--- src/rtl/ex_mem_stage.sv ---
// Execute-to-memory pipeline boundary: two-entry skid buffer (main + skid) with
// a registered upstream ready, flush, and a sticky halt that stops intake.
module ex_mem_stage #(
  parameter int DW = 16,
  parameter int RW = 3
) (
  input  logic          clk,
  input  logic          rst,
  input  logic          in_valid,
  output logic          in_ready,
  input  logic [DW-1:0] in_aluResult,
  input  logic [DW-1:0] in_writeData,
  input  logic          in_memRead,
  input  logic          in_memWrite,
  input  logic          in_regWrite,
  input  logic [RW-1:0] in_writeReg,
  input  logic          in_memToReg,
  input  logic          in_halt,
  input  logic          flush,
  input  logic          out_ready,
  output logic          out_valid,
  output logic [DW-1:0] aluResult,
  output logic [DW-1:0] writeData,
  output logic          memRead,
  output logic          memWrite,
  output logic          regWrite,
  output logic [RW-1:0] writeReg,
  output logic          memToReg,
  output logic          halt,
  output logic          halted
);

  typedef struct packed {
    logic [DW-1:0] aluResult;
    logic [DW-1:0] writeData;
    logic          memRead;
    logic          memWrite;
    logic          regWrite;
    logic [RW-1:0] writeReg;
    logic          memToReg;
    logic          halt;
  } bundle_t;

  bundle_t inBundle, mainReg, skidReg;
  logic    mainValid, skidValid;
  logic    accept, consume;

  always_comb begin
    inBundle.aluResult = in_aluResult;
    inBundle.writeData = in_writeData;
    inBundle.memRead   = in_memRead;
    inBundle.memWrite  = in_memWrite;
    inBundle.regWrite  = in_regWrite;
    inBundle.writeReg  = in_writeReg;
    inBundle.memToReg  = in_memToReg;
    inBundle.halt      = in_halt;
  end

  // in_ready depends only on registered state, never on out_ready or in_valid
  always_comb begin
    in_ready = ~skidValid & ~halted;
    accept   = in_valid & in_ready;
    consume  = mainValid & out_ready;
  end

  always_ff @(posedge clk) begin
    if (rst) begin
      mainValid <= 1'b0;
      skidValid <= 1'b0;
      halted    <= 1'b0;
      mainReg   <= '0;
      skidReg   <= '0;
    end else if (flush) begin
      mainValid <= 1'b0;
      skidValid <= 1'b0;
      halted    <= 1'b0;
    end else begin
      if (accept && in_halt)
        halted <= 1'b1;
      // skid full implies main full and no accept this cycle
      if (skidValid) begin
        if (consume) begin
          mainReg   <= skidReg;
          skidValid <= 1'b0;
        end
      end else if (!mainValid) begin
        if (accept) begin
          mainReg   <= inBundle;
          mainValid <= 1'b1;
        end
      end else begin
        if (consume && accept) begin
          mainReg <= inBundle;
        end else if (consume) begin
          mainValid <= 1'b0;
        end else if (accept) begin
          skidReg   <= inBundle;
          skidValid <= 1'b1;
        end
      end
    end
  end

  always_comb begin
    out_valid = mainValid;
    aluResult = mainReg.aluResult;
    writeData = mainReg.writeData;
    writeReg  = mainReg.writeReg;
    memToReg  = mainReg.memToReg;
    memRead   = mainReg.memRead  & mainValid;
    memWrite  = mainReg.memWrite & mainValid;
    regWrite  = mainReg.regWrite & mainValid;
    halt      = mainReg.halt     & mainValid;
  end

endmodule

--- config.mk ---
export PLATFORM = sky130hd
export DESIGN_NAME = ex_mem_stage
export DESIGN_NICKNAME = d
export VERILOG_FILES = /design/src/rtl/ex_mem_stage.sv
export SDC_FILE = /design/constraint.sdc
export NUM_CORES = 1
export LEC_CHECK = 0
export BUFFER_PORTS_ARGS = -buffer_cell sky130_fd_sc_hd__clkbuf_2
export CORE_MARGIN = 5
export CORE_UTILIZATION = 49
export CTS_CLUSTER_DIAMETER = 50
export DETAILED_ROUTE_END_ITERATION = 10
export PLACE_DENSITY = 0.83
export SLEW_MARGIN = 20
export SYNTH_ARGS = -nofsm -noshare
export SYNTH_HDL_FRONTEND = slang
export SYNTH_SLANG_ARGS = --single-unit
--- constraint.sdc ---
create_clock -name clk -period 1.68 [get_ports clk]
set_input_delay 0.084 -clock clk [delete_from_list [all_inputs] [get_ports clk]]
set_output_delay 0.084 -clock clk [all_outputs]
set_load 0.02 [all_outputs]
# After elaboration in Yosys (flattened, before gate mapping)
# Index checks and enable logic that the tools add are counted.
op_classes:
  n_addsub: 0
  multipliers: 0
  div_mod_pow: 0
  n_lt_le_gt_ge: 0
  n_eq_ne: 2
  shift: 0
  n_mux: 13
  n_bitwise: 12
  n_reduce_logical: 6
ops:
  columns: ["cell", "n"]
  rows:
  - ["$mux W40", 5]
  - ["$mux W1", 8]
  - ["$and A1 B1 Y1", 7]
  - ["$reduce_and A6 Y1", 1]
  - ["$not A1 Y1", 5]
  - ["$reduce_and A4 Y1", 1]
  - ["$ne A3 B1 Y1 const B", 1]
  - ["$reduce_bool A3 Y1", 1]
  - ["$logic_and A1 B1 Y1", 2]
  - ["$ne A2 B1 Y1 const B", 1]
  - ["$reduce_or A2 Y1", 1]
totals:
  reg_bits: 83
  latch_bits: 0
  mem_bits_rw: 0
  mem_bits_ro: 0
  input_bits: 45
  output_inout_bits: 43
  word_cells: 52
  n_memories: 0

# Depth between registers and ports, before layout
# Gate-level depths: netlist of the first run.
depth:
  word_depth: 8
  ltp_mapped: 5
  ltp_nobuf: 3

# Worst setup path before layout of the first run
# OpenSTA, ideal clock, no wires.
synth_path:
  path_kind: "reg-to-reg"
  from: "register halted"
  to: "register mainReg, in the netlist aluResult[10]"
  setup_time_ns: 0.087
  t_arrival_ns: 1.647
  t_required_ns: 1.593
  path_slack_ns: -0.054
  stages_incl_launch_ff: 6
  path_buffers: 2
  synth_period_minus_slack_ns: 1.734
  cell_sequence: "dfxtp_1 > or3b_1 > buf_2 > a211o_4 > buf_6 > a221oi_2"
synth_via:
  elab_chain_len: 6
  elab_cells_between_ends: 7
  classes_between: "eq/ne (1); bitwise (3); reduce/logical (3)"
synth_rtl:
  columns: ["item", "line_no", "text"]
  rows:
  - ["start: declaration", "30", "output logic halted"]
  - ["start signal: assignment", "70", "halted <= 1'b0;"]
  - ["start signal: assignment", "76", "halted <= 1'b0;"]
  - ["start signal: assignment", "79", "halted <= 1'b1;"]
  - ["$not A1 Y1 *", "61", "in_ready = ~skidValid & ~halted;"]
  - ["$and A1 B1 Y1 *", "61", null]
  - ["$and A1 B1 Y1 *", "62", "accept = in_valid & in_ready;"]
  - ["$logic_and A1 B1 Y1", "92", "if (consume && accept) begin"]
  - ["$ne A3 B1 Y1 (no source line)", null, null]
  - ["$reduce_and A4 Y1 (no source line) *", null, null]
  - ["end signal: assignment", "83", "mainReg <= skidReg;"]
  - ["end signal: assignment", "88", "mainReg <= inBundle;"]
  - ["end signal: assignment", "93", "mainReg <= inBundle;"]
  - ["end: declaration", "44", "bundle_t inBundle, mainReg, skidReg;"]
# Every way passes the cells marked *; elsewhere a longest branch is shown, timed or not.
# A chain may end at the register's enable or synchronous reset.

# Worst setup path in the final report of the first run
layout_path:
  from: "register skidValid"
  to: "register mainReg[6] in the netlist's numbering"
layout_via:
  elab_chain_len: 6
  elab_cells_between_ends: 9
  classes_between: "eq/ne (2); mux (1); bitwise (3); reduce/logical (3)"
layout_rtl:
  columns: ["item", "line_no", "text"]
  rows:
  - ["start: declaration", "45", "logic mainValid, skidValid;"]
  - ["start signal: assignment", "69", "skidValid <= 1'b0;"]
  - ["start signal: assignment", "75", "skidValid <= 1'b0;"]
  - ["start signal: assignment", "84", "skidValid <= 1'b0;"]
  - ["$not A1 Y1 (no source line)", null, null]
  - ["$and A1 B1 Y1", "61", null]
  - ["$and A1 B1 Y1", "62", null]
  - ["$logic_and A1 B1 Y1", "92", null]
  - ["$ne A3 B1 Y1 (no source line)", null, null]
  - ["$reduce_and A4 Y1 (no source line)", null, null]
# Several ways; a longest one is shown, not always the timed one.

==> flow_summary.toml, run 1 <==
[die]
dieWidth_um = 102
pin_count = 88
floorplan.die_area_um2 = 10400
fp-row-count = 33
floorplan.initialDensity = 0.504
core_area_um2 = 8220
dieHeight_um = 102

[job]
max_cap_violations = 0

[routing]
detail-route-antenna-nets = 0
detail_route.iter0.violations = 259
num_vias = 3822
drc = 0
dr.pass1.iters = 5
routed_wirelength_mm = 11.2
vias_per_cell = 5.81
drt-wirelength-per-cell_um = 16.9

[layout]
final_util = 0.629
area_growth_pct = 24.8
finish.net_count = 593
diodes = 0
fin_cells = 658
post_route_cells_drive_above_1_share = 0.320

[clocking]
cts_htree_levels = 3
cts-buffers-inserted = 9
tritoncts_clock_tree = "done"
tritoncts_sink_count = 83
worst_skew_pair.late_latency_ps = 360
clk_path_buf_depth = 2
clkTransAtPathRegs_ps = 90
cts_root_buffer = "sky130_fd_sc_hd__clkbuf_8"

[synth]
synth_most_common_cell = "sky130_fd_sc_hd__dfxtp_1"
postSynthAreaPerCell_um2 = 8.79
yosys.area.top_type = "sky130_fd_sc_hd__dfxtp_1"
synth_sequential_area_ratio = 0.401
ys_async_sr_fraction = 0
synth_edf_count = 0
synth_ff_type = "sky130_fd_sc_hd__dfxtp_1"
mappedNetlistNets = 516
synth_seq_cells = 83
synthesis.instances = 471
yosys.area.top_type_share = 0.401
netlist_area_um2 = 4140
yosys-top-cells-area = "sky130_fd_sc_hd__dfxtp_1 40%, sky130_fd_sc_hd__a221oi_2 15%, sky130_fd_sc_hd__o21ai_0 7.7%"
synth.distinct_cells = 23
post_synth_most_frequent_cells = "83 x sky130_fd_sc_hd__dfxtp_1, 64 x sky130_fd_sc_hd__o21ai_0, 48 x sky130_fd_sc_hd__clkbuf_1"
yosysWarnings = 0

[status]
violations = "setup timing"
outcome = "finished with violations"

[critical_path]
worst-endpoint-required_ps = 1960
top_cell_family_by_delay_on_the_critical_path = "compound AO/OA/AOI/OAI gates"
crit_path_top_delay_cell = "sky130_fd_sc_hd__a211o_4"
crit_chain = "or3b_4, a211o_4, buf_12, a221oi_4"
worst_path_buf_inv = 1
path_max_fanout = 7
critical_path.max_stage_delay_ps = 450
setup.worst_path.class = "reg2reg"
critPathArrivalTime_ps = 1970
end_kind = "flop"
cp-start-kind = "flop"

[hold_path]
min_path_type = "in2reg"

[grt]
grt_antenna_before_repair = 0
gr-usage-met1 = 0.283
overflow = 0
grt.busiest_layer = "met2"
grt_usage = 0.218
first_global_vias = 3693
global_route.usage.met3 = 0.0348
pin_count_of_the_biggest_net_entering_global_routing = 81
use_met2 = 0.360
global_route_wire_length_before_repair_mm = 17.9

[pwr]
power.leakage_nw = 1.88
max-vdd-ir-drop_mv = 0.455
power.density_nw_per_um2 = 825
post-layout-total-power_mw = 4.27

[place]
globalplace.congestion = 0.810
placedCellCount = 598
place.port_buffers = 87
dp_hpwl_mm = 6.82

[sta]
rsz0062_at_grt = "yes"
report.final.setup_viol = 4
timing.max_slew.rel_slack = 0.597
post-route-worst-setup-slack_ps = -14.1
timing_worst_slew_pin_value_ps = 605
min_period_over_period = 1.01
clock_skew_ps = 9.71
fmax_mhz = 590
period_needed_ps = 1690
maxSlewViolCount = 0
timing_hold_violations_final = 0
-- cell usage in the layout, fill, tap and decap left out, types with 2 or more instances in the layout --
master,instances
sky130_fd_sc_hd__nor3b_2,2
sky130_fd_sc_hd__nor3_1,2
sky130_fd_sc_hd__o21ai_1,16
sky130_fd_sc_hd__inv_1,41
sky130_fd_sc_hd__nand3_1,40
sky130_fd_sc_hd__buf_4,19
sky130_fd_sc_hd__dlygate4sd3_1,40
sky130_fd_sc_hd__dfxtp_1,81
sky130_fd_sc_hd__buf_16,3
sky130_fd_sc_hd__clkinvlp_4,3
sky130_fd_sc_hd__o21ai_0,64
sky130_fd_sc_hd__and2_1,4
sky130_fd_sc_hd__a221oi_2,38
sky130_fd_sc_hd__a21oi_1,42
sky130_fd_sc_hd__clkbuf_2,86
sky130_fd_sc_hd__buf_6,2
sky130_fd_sc_hd__a211oi_1,40
sky130_fd_sc_hd__buf_12,4
sky130_fd_sc_hd__clkbuf_8,9
sky130_fd_sc_hd__a221oi_4,2
sky130_fd_sc_hd__inv_6,2
-- logic make-up (layout without fill, tap and decap cells) --
| group | after synthesis | in the layout | synth area share |
|---|---|---|---|
| and+or+nand+nor | 54 | 54 | 0.0695 |
| buffers and inverters | 129 | 211 | 0.156 |
| AOI/OAI and AO/OA | 205 | 205 | 0.373 |
| DFF | 83 | 83 | 0.401 |
-- metal layers --
metal | up-vias | wire, um
li1 | 1835 | -
met1 | 1822 | 4680
met2 | 149 | 5500
met3 | 16 | 754
met4 | 0 | 215
met5 | - | 0
-- sequential cells by signal (all words and copies together) (netlist names) --
signal,cells
aluResult,16
writeReg,3
writeData,16
halted,1
skidValid,1
out_valid,1
mainReg,4
skidReg,40
memToReg,1
-- where the power goes --
part / total (mW) / internal, mW / switching (mW)
Sequential: 2.09 / 2.04 / 0.0430
Combinational: 0.819 / 0.351 / 0.469
Clock: 1.36 / 0.559 / 0.800
Total: 4.27 / 2.96 / 1.31
-- repair_timing --
action	in CTS	in global routing
pin swaps	3	3
resized for setup	5	4
gates cloned	3	0
setup endpoints to repair	39	40
endpoints found under the hold margin	40	0
setup buffers	0	1
hold buffers	40	0
-- stage by stage --
| step | setup TNS (ps) | setup WS, ps | instance area (um^2) | hold WS (ps) |
|---|---|---|---|---|
| floorplan | -262 | -6.64 | 4170 | 200 |
| global placement | 0 | 10.7 | 4460 | 335 |
| detailed placement | -345 | -33.3 | 4460 | 343 |
| CTS | -85.5 | -42.1 | 5130 | 56.3 |
| global route | -1050 | -69.8 | 5170 | 63.5 |
| finish | -36.5 | -14.1 | 5170 | 58.9 |
-- layout make-up --
type	count	area (um^2)
Fill cell	649	3050
Multi-Input combinational cell	259	1870
Sequential cell	83	1670
Timing Repair Buffer	154	1160
Inverter	41	154
Tap cell	105	131
Clock buffer	9	124
Clock inverter	7	60.1
-- worst paths after layout --
path | start | endpoint | slack, ps | depth (start not counted)
max | skidValid | mainReg[6] | -10 | 4
max reg2reg | skidValid | mainReg[6] | -10 | 4
min | out_ready | skidValid | 60 | 2
min reg2reg | aluResult[14] | aluResult[14] | 470 | 2
Note: power is estimated with default switching activity, not from simulation.
==> run 2: changes to the inputs <==
Settings changed: CORE_ASPECT_RATIO set to 1.1.
==> run 2 against run 1 <==
  * The run now ends clean
  * Total power is 3.4% higher
  * Clock skew hardly changed
  * Combinational power is 2% lower
  * Cell count is 0.15% higher
  * Fmax is 1.0% higher
  * Sequential power hardly changed
  * Global-route usage is 0.27 points lower
  * Register-to-register slack better by 20 ps
  * Critical path depth stayed put
  * Utilization is 0.86 points lower
  * Highest routed layer unchanged
==> flow_summary.toml, run 2 (synthesized netlist as in run 1, its figures left out) <==
[sta]
period_needed_ps = 1680
maxSlewViolCount = 0
min_period_over_period = 0.998
clock_skew_ps = 9.38
timing.max_slew.rel_slack = 0.567
fmax_mhz = 596
timing_hold_violations_final = 0
report.final.setup_viol = 0
rsz0062_at_grt = "yes"
timing_worst_slew_pin_value_ps = 650

[place]
place.port_buffers = 87
globalplace.congestion = 0.826
dp_hpwl_mm = 6.88

[clocking]
cts_htree_levels = 3
clk_path_buf_depth = 2
cts-buffers-inserted = 9
tritoncts_sink_count = 83
worst_skew_pair.late_latency_ps = 360
tritoncts_clock_tree = "done"
setup_buffers_after_cts = 0
cts_root_buffer = "sky130_fd_sc_hd__clkbuf_8"
clkTransAtPathRegs_ps = 80

[critical_path]
worst_r2r_endpoint = "mainReg[6]"
critPathArrivalTime_ps = 1940
worst-endpoint-required_ps = 1940
crit_path_top_delay_cell = "sky130_fd_sc_hd__or3b_4"
end_kind = "flop"
path_max_fanout = 16
setup.worst_path.class = "reg2reg"
crit_chain = "or3b_4, a211o_4, buf_12, a221oi_2"
worst-r2r-setup-slack_ps = 3
critical_path.max_stage_delay_ps = 410
r2r.worst_path.cells = 4
r2r-start = "halted"
cp-start-kind = "flop"

[status]
outcome = "finished, final reports clean"

[die]
floorplan.die_area_um2 = 10400
dieWidth_um = 97.6
dieHeight_um = 106
pin_count = 88
floorplan.initialDensity = 0.498
core_area_um2 = 8320
fp-row-count = 35

[layout]
final_common_cell = "sky130_fd_sc_hd__clkbuf_2"
diodes = 0
largest_register_ff_count = 40
mostFrequentLayoutCells = "86 x sky130_fd_sc_hd__clkbuf_2, 82 x sky130_fd_sc_hd__dfxtp_1, 64 x sky130_fd_sc_hd__o21ai_0, 42 x sky130_fd_sc_hd__a21oi_1, 41 x sky130_fd_sc_hd__inv_1"
finish.net_count = 588
final_util = 0.620
area_growth_pct = 24.7
post_route_cells_drive_above_1_share = 0.314
max_flop_register = "skidReg"

[pwr]
power.density_nw_per_um2 = 854
power.leakage_nw = 1.87
power.clock.fraction = 0.345
post-layout-total-power_mw = 4.41
max-vdd-ir-drop_mv = 0.476
switching_power_mw = 1.22
p_int_mw = 3.19
comb_power_share = 0.182
power_switching_share = 0.277
power.sequential.fraction = 0.473

[hold_path]
hold_path_startpoint = "in_writeData[0]"
holdPathStages = 3
worst_hold_endpoint = "skidReg[8]"
min_path_type = "in2reg"

[grt]
global_route_wire_length_before_repair_mm = 18.2
first_global_vias = 3863
overflow = 0
pin_count_of_the_biggest_net_entering_global_routing = 81
grt_usage = 0.215
grt_antenna_before_repair = 0

[routing]
detail_route.iter0.violations = 286
detail-route-antenna-nets = 0
drt-wirelength-per-cell_um = 16.7
num_vias = 3754
dr.pass1.iters = 4
vias_per_cell = 5.70
drc = 0
routed_wirelength_mm = 11.0

[job]
max_cap_violations = 0
## run 2: area by class of cell
cell class                 count  area (um^2)
multi-input combinational    259         1920
fill                         679         3160
clock buffer                  13          169
sequential                    83         1670
inverter                      41          154
tap                          111          139
timing repair buffer         149         1070
clock inverter                 3         43.8
## run 2: layer usage
metal,GRT usage,share of wire,vias up
met1,0.253,0.42,1771
met3,0.0597,0.070,20
met5,0,0,-
met2,0.370,0.50,141
met4,0.0861,0.019,0
li1,-,-,1822
## run 2: timing repair
action / CTS / global route
cloned: 1 / 0
endpoints found under the hold margin: 38 / 0
pin swaps: 1 / 1
hold buffers: 38 / 0
endpoints found under the setup margin: 39 / 43
resized for setup: 2 / 7
## run 2: worst max-delay path by stage
stage	start	endpoint	cells past startpoint
2_1_floorplan	halted	aluResult[10]	5
3_3_place_gp	halted	writeData[8]	4
3_5_place_dp	halted	aluResult[4]	4
4_1_cts	halted	mainReg[6]	4
5_1_grt	halted	aluResult[3]	4
6_report	halted	mainReg[6]	4
## run 2: per-stage QoR
| step | instances | setup TNS [ps] | hold WS, ps | worst slack [ps] | cell area (um^2) |
|---|---|---|---|---|---|
| after floorplan | 471 | -262 | 200 | -6.64 | 4170 |
| after global placement | 604 | 0 | 335 | 14.9 | 4470 |
| after detailed placement | 604 | -388 | 343 | -49.3 | 4470 |
| after CTS | 659 | 0 | 0.417 | 1.38 | 5090 |
| after global routing | 659 | -67.6 | 13.2 | -10.9 | 5160 |
| final | 659 | 0 | 7.36 | 3.30 | 5160 |
## run 2: power groups by stage
| stage | Sequential (mW) | Combinational, mW | Clock [mW] |
|---|---|---|---|
| 6_report | 2.09 | 0.801 | 1.52 |
| 5_1_grt | 2.10 | 0.866 | 1.62 |
| 4_1_cts | 2.09 | 0.772 | 1.54 |
| 3_5_place_dp | 2.13 | 0.685 | 0 |
| 3_3_place_gp | 2.13 | 0.667 | 0 |
| 2_1_floorplan | 2.12 | 0.550 | 0 |
## run 2: worst max-delay path: cells and delay by family, from the launching register on
kind	cells	cell delay, ps
AND/OR/NAND/NOR	1	410
AO/OA/AOI/OAI	2	650
flip-flops	1	340
buffers and inverters	1	180
==> run 3: changes to the inputs <==
Settings changed: ABC_AREA set to 1, CORE_UTILIZATION 49 to 35, PLACE_DENSITY 0.83 to 0.65.
==> run 3 against run 2 <==
  * Final area shrank 11%
  * Total power rose by 10%
  * Synthesized cell count grew 17%
  * Wire length shrank 12%
  * Die area is 30% higher
  * Critical path type unchanged
  * Highest routed layer unchanged
  * Global-route usage shrank 6.7 points
==> flow_summary.toml, run 3 <==
[die]
dieHeight_um = 122
pin_count = 88
dieWidth_um = 111
floorplan.initialDensity = 0.360
fp-row-count = 40
core_area_um2 = 11000
floorplan.die_area_um2 = 13500

[clocking]
clk_path_buf_depth = 2
cts_htree_levels = 3
cts-buffers-inserted = 9
tritoncts_clock_tree = "done"
setup_buffers_after_cts = 0
clkTransAtPathRegs_ps = 60
cts_root_buffer = "sky130_fd_sc_hd__clkbuf_16"
worst_skew_pair.late_latency_ps = 340
tritoncts_sink_count = 83
cts_resized = 0

[synth]
post_synth_most_frequent_cells = "121 x sky130_fd_sc_hd__nor2_1, 88 x sky130_fd_sc_hd__nand2_1, 83 x sky130_fd_sc_hd__dfxtp_1"
synth_seq_cells = 83
yosysWarnings = 0
yosys.area_share.adder = 0
yosys.area.top_type = "sky130_fd_sc_hd__dfxtp_1"
mappedNetlistNets = 597
ys_async_sr_fraction = 0
synth_ff_type = "sky130_fd_sc_hd__dfxtp_1"
synth_most_common_cell = "sky130_fd_sc_hd__nor2_1"
netlist_area_um2 = 3960
yosys.area.top_type_share = 0.420
synthesis.instances = 552
synth.distinct_cells = 22
synth_sequential_area_ratio = 0.420
synth_edf_count = 0
complex_gate_fraction_of_the_synthesized_area = 0.184
postSynthAreaPerCell_um2 = 7.17
main_combinational_cell_family_by_area_after_synthesis = "simple AND/OR/NAND/NOR gates"
yosys-top-cells-area = "sky130_fd_sc_hd__dfxtp_1 42%, sky130_fd_sc_hd__nor2_1 11%, sky130_fd_sc_hd__nand2_1 8.3%"
muxShareOfSynthArea = 0
yosys.area_share.xor_xnor = 0
yosys.area_share.simple = 0.261

[status]
outcome = "finished, final reports clean"

[routing]
num_vias = 3510
dr.pass1.iters = 4
routed_wirelength_mm = 9.68
detail_route.iter0.violations = 218
drt-wirelength-per-cell_um = 13.0
vias_per_cell = 4.72
drc = 0
detail-route-antenna-nets = 0

[sta]
hold_slack_ps = 11.2
timing.max_slew.rel_slack = 0.715
rsz0062_at_grt = "no"
timing_worst_slew_pin_value_ps = 428
period_needed_ps = 1480
maxSlewViolCount = 0
timing_hold_violations_final = 0
timing.setup.tns_ps = 0
report.final.setup_viol = 0
min_period_over_period = 0.882
clock_skew_ps = 7.26
fmax_mhz = 675

[critical_path]
worst_r2r_endpoint = "skidReg[38]"
r2r-start = "halted"
end_kind = "flop"
critical_path.max_stage_delay_ps = 430
worst_setup_path_startpoint = "halted"
timing.critical_path.to = "skidReg[38]"
worst-endpoint-required_ps = 1910
path_max_fanout = 14
cpMostUsedCell = "sky130_fd_sc_hd__nor2_1"
crit_chain = "nor2_4, nand2_1, inv_2, nand2_2, clkinv_2, buf_4, nor2_1, nor2_1"
cp-start-kind = "flop"
r2r.worst_path.cells = 8
worst-r2r-setup-slack_ps = 200
critPathArrivalTime_ps = 1710
setup.worst_path.class = "reg2reg"
crit_path_top_delay_cell = "sky130_fd_sc_hd__dfxtp_1"

[layout]
final_util = 0.420
post_route_cells_drive_above_1_share = 0.214
mostFrequentLayoutCells = "121 x sky130_fd_sc_hd__nor2_1, 88 x sky130_fd_sc_hd__nand2_1, 87 x sky130_fd_sc_hd__clkbuf_2, 82 x sky130_fd_sc_hd__dfxtp_1, 44 x sky130_fd_sc_hd__a21oi_1"
finish.net_count = 637
largest_register_ff_count = 40
final_common_cell = "sky130_fd_sc_hd__nor2_1"
max_flop_register = "skidReg"
area_growth_pct = 16.7
diodes = 0

[pwr]
power.leakage_nw = 2.00
power.density_nw_per_um2 = 1050
max-vdd-ir-drop_mv = 0.633

[grt]
global_route_wire_length_before_repair_mm = 16.5
first_global_vias = 3393
grt_antenna_before_repair = 0
grt_usage = 0.149
overflow = 0
pin_count_of_the_biggest_net_entering_global_routing = 81

[place]
globalplace.congestion = 0.747
dp_hpwl_mm = 6.59
place.port_buffers = 87

[hold_path]
min_path_type = "in2reg"

[job]
max_cap_violations = 0
-- run 3: cell types whose count changed in the layout (fill, tap and decap cells not counted), sizes merged, moves of 32 or more --
cell         before  now
a221oi           40    0
nor2              1  122
inv              42   10
a21boi            0   39
dlygate4sd3      38    4
nand2             1   90
o21ai            80   41
a211oi           40    0
-- run 3: layer usage --
metal / up-vias / routed length (um) / global-route usage
li1: 1831 / - / -
met1: 1573 / 4440 / 0.191
met2: 95 / 4560 / 0.243
met3: 11 / 509 / 0.0278
met4: 0 / 176 / 0.0677
met5: - / 0 / 0
-- run 3: cell type report --
| cell class | count | area [um^2] |
|---|---|---|
| clock inverters | 5 | 85.1 |
| multi-input cells | 381 | 1770 |
| fillers | 1150 | 6390 |
| inverters | 11 | 42.5 |
| flip-flops and latches | 83 | 1660 |
| well taps | 147 | 184 |
| clock buffers | 11 | 253 |
| repair buffers | 106 | 626 |
-- run 3: cell families (layout without fill, tap and decap cells) --
| kind of cell | Yosys count | in the layout |
|---|---|---|
| AND/OR/NAND/NOR | 256 | 256 |
| AO/OA/AOI/OAI | 125 | 125 |
| buffers and inverters | 88 | 133 |
| flip-flops | 83 | 83 |
-- run 3: worst min path at each step --
stage	from	to	slack, ps	cells past startpoint
floorplan	in_valid	halted	220	2
global placement	in_aluResult[6]	skidReg[30]	330	3
detailed placement	in_writeData[4]	skidReg[12]	340	3
CTS	in_writeData[15]	skidReg[23]	1	3
global route	in_aluResult[15]	skidReg[39]	10	3
finish	in_writeData[15]	skidReg[23]	10	3
-- run 3: through the flow --
step,cell area (um^2),power (mW),setup slack (ps),cells
floorplan,3960,2.61,297,552
global placement,4240,2.72,235,724
detailed placement,4240,2.73,212,724
CTS,4620,4.93,196,744
global route,4620,5.09,91.6,744
finish,4620,4.86,198,744
-- run 3: power breakdown --
group | switching (mW) | internal (mW) | leakage (nW) | total, mW
clock | 0.778 | 1.39 | 0.162 | 2.17
combinational | 0.372 | 0.220 | 1.16 | 0.591
sequential | 0.0460 | 2.05 | 0.677 | 2.10
total | 1.20 | 3.66 | 2.00 | 4.86
-- run 3: repair_timing --
item,4_1_cts,5_1_grt
hold buffers,4,0
endpoints found under the setup margin,0,0
endpoints found under the hold margin,4,0
-- run 3: critical path, delay by kind of cell, from the launching register on --
family	cells	cell delay (ps)
AND/OR/NAND/NOR	5	560
flip-flops	1	430
buffers and inverters	3	380
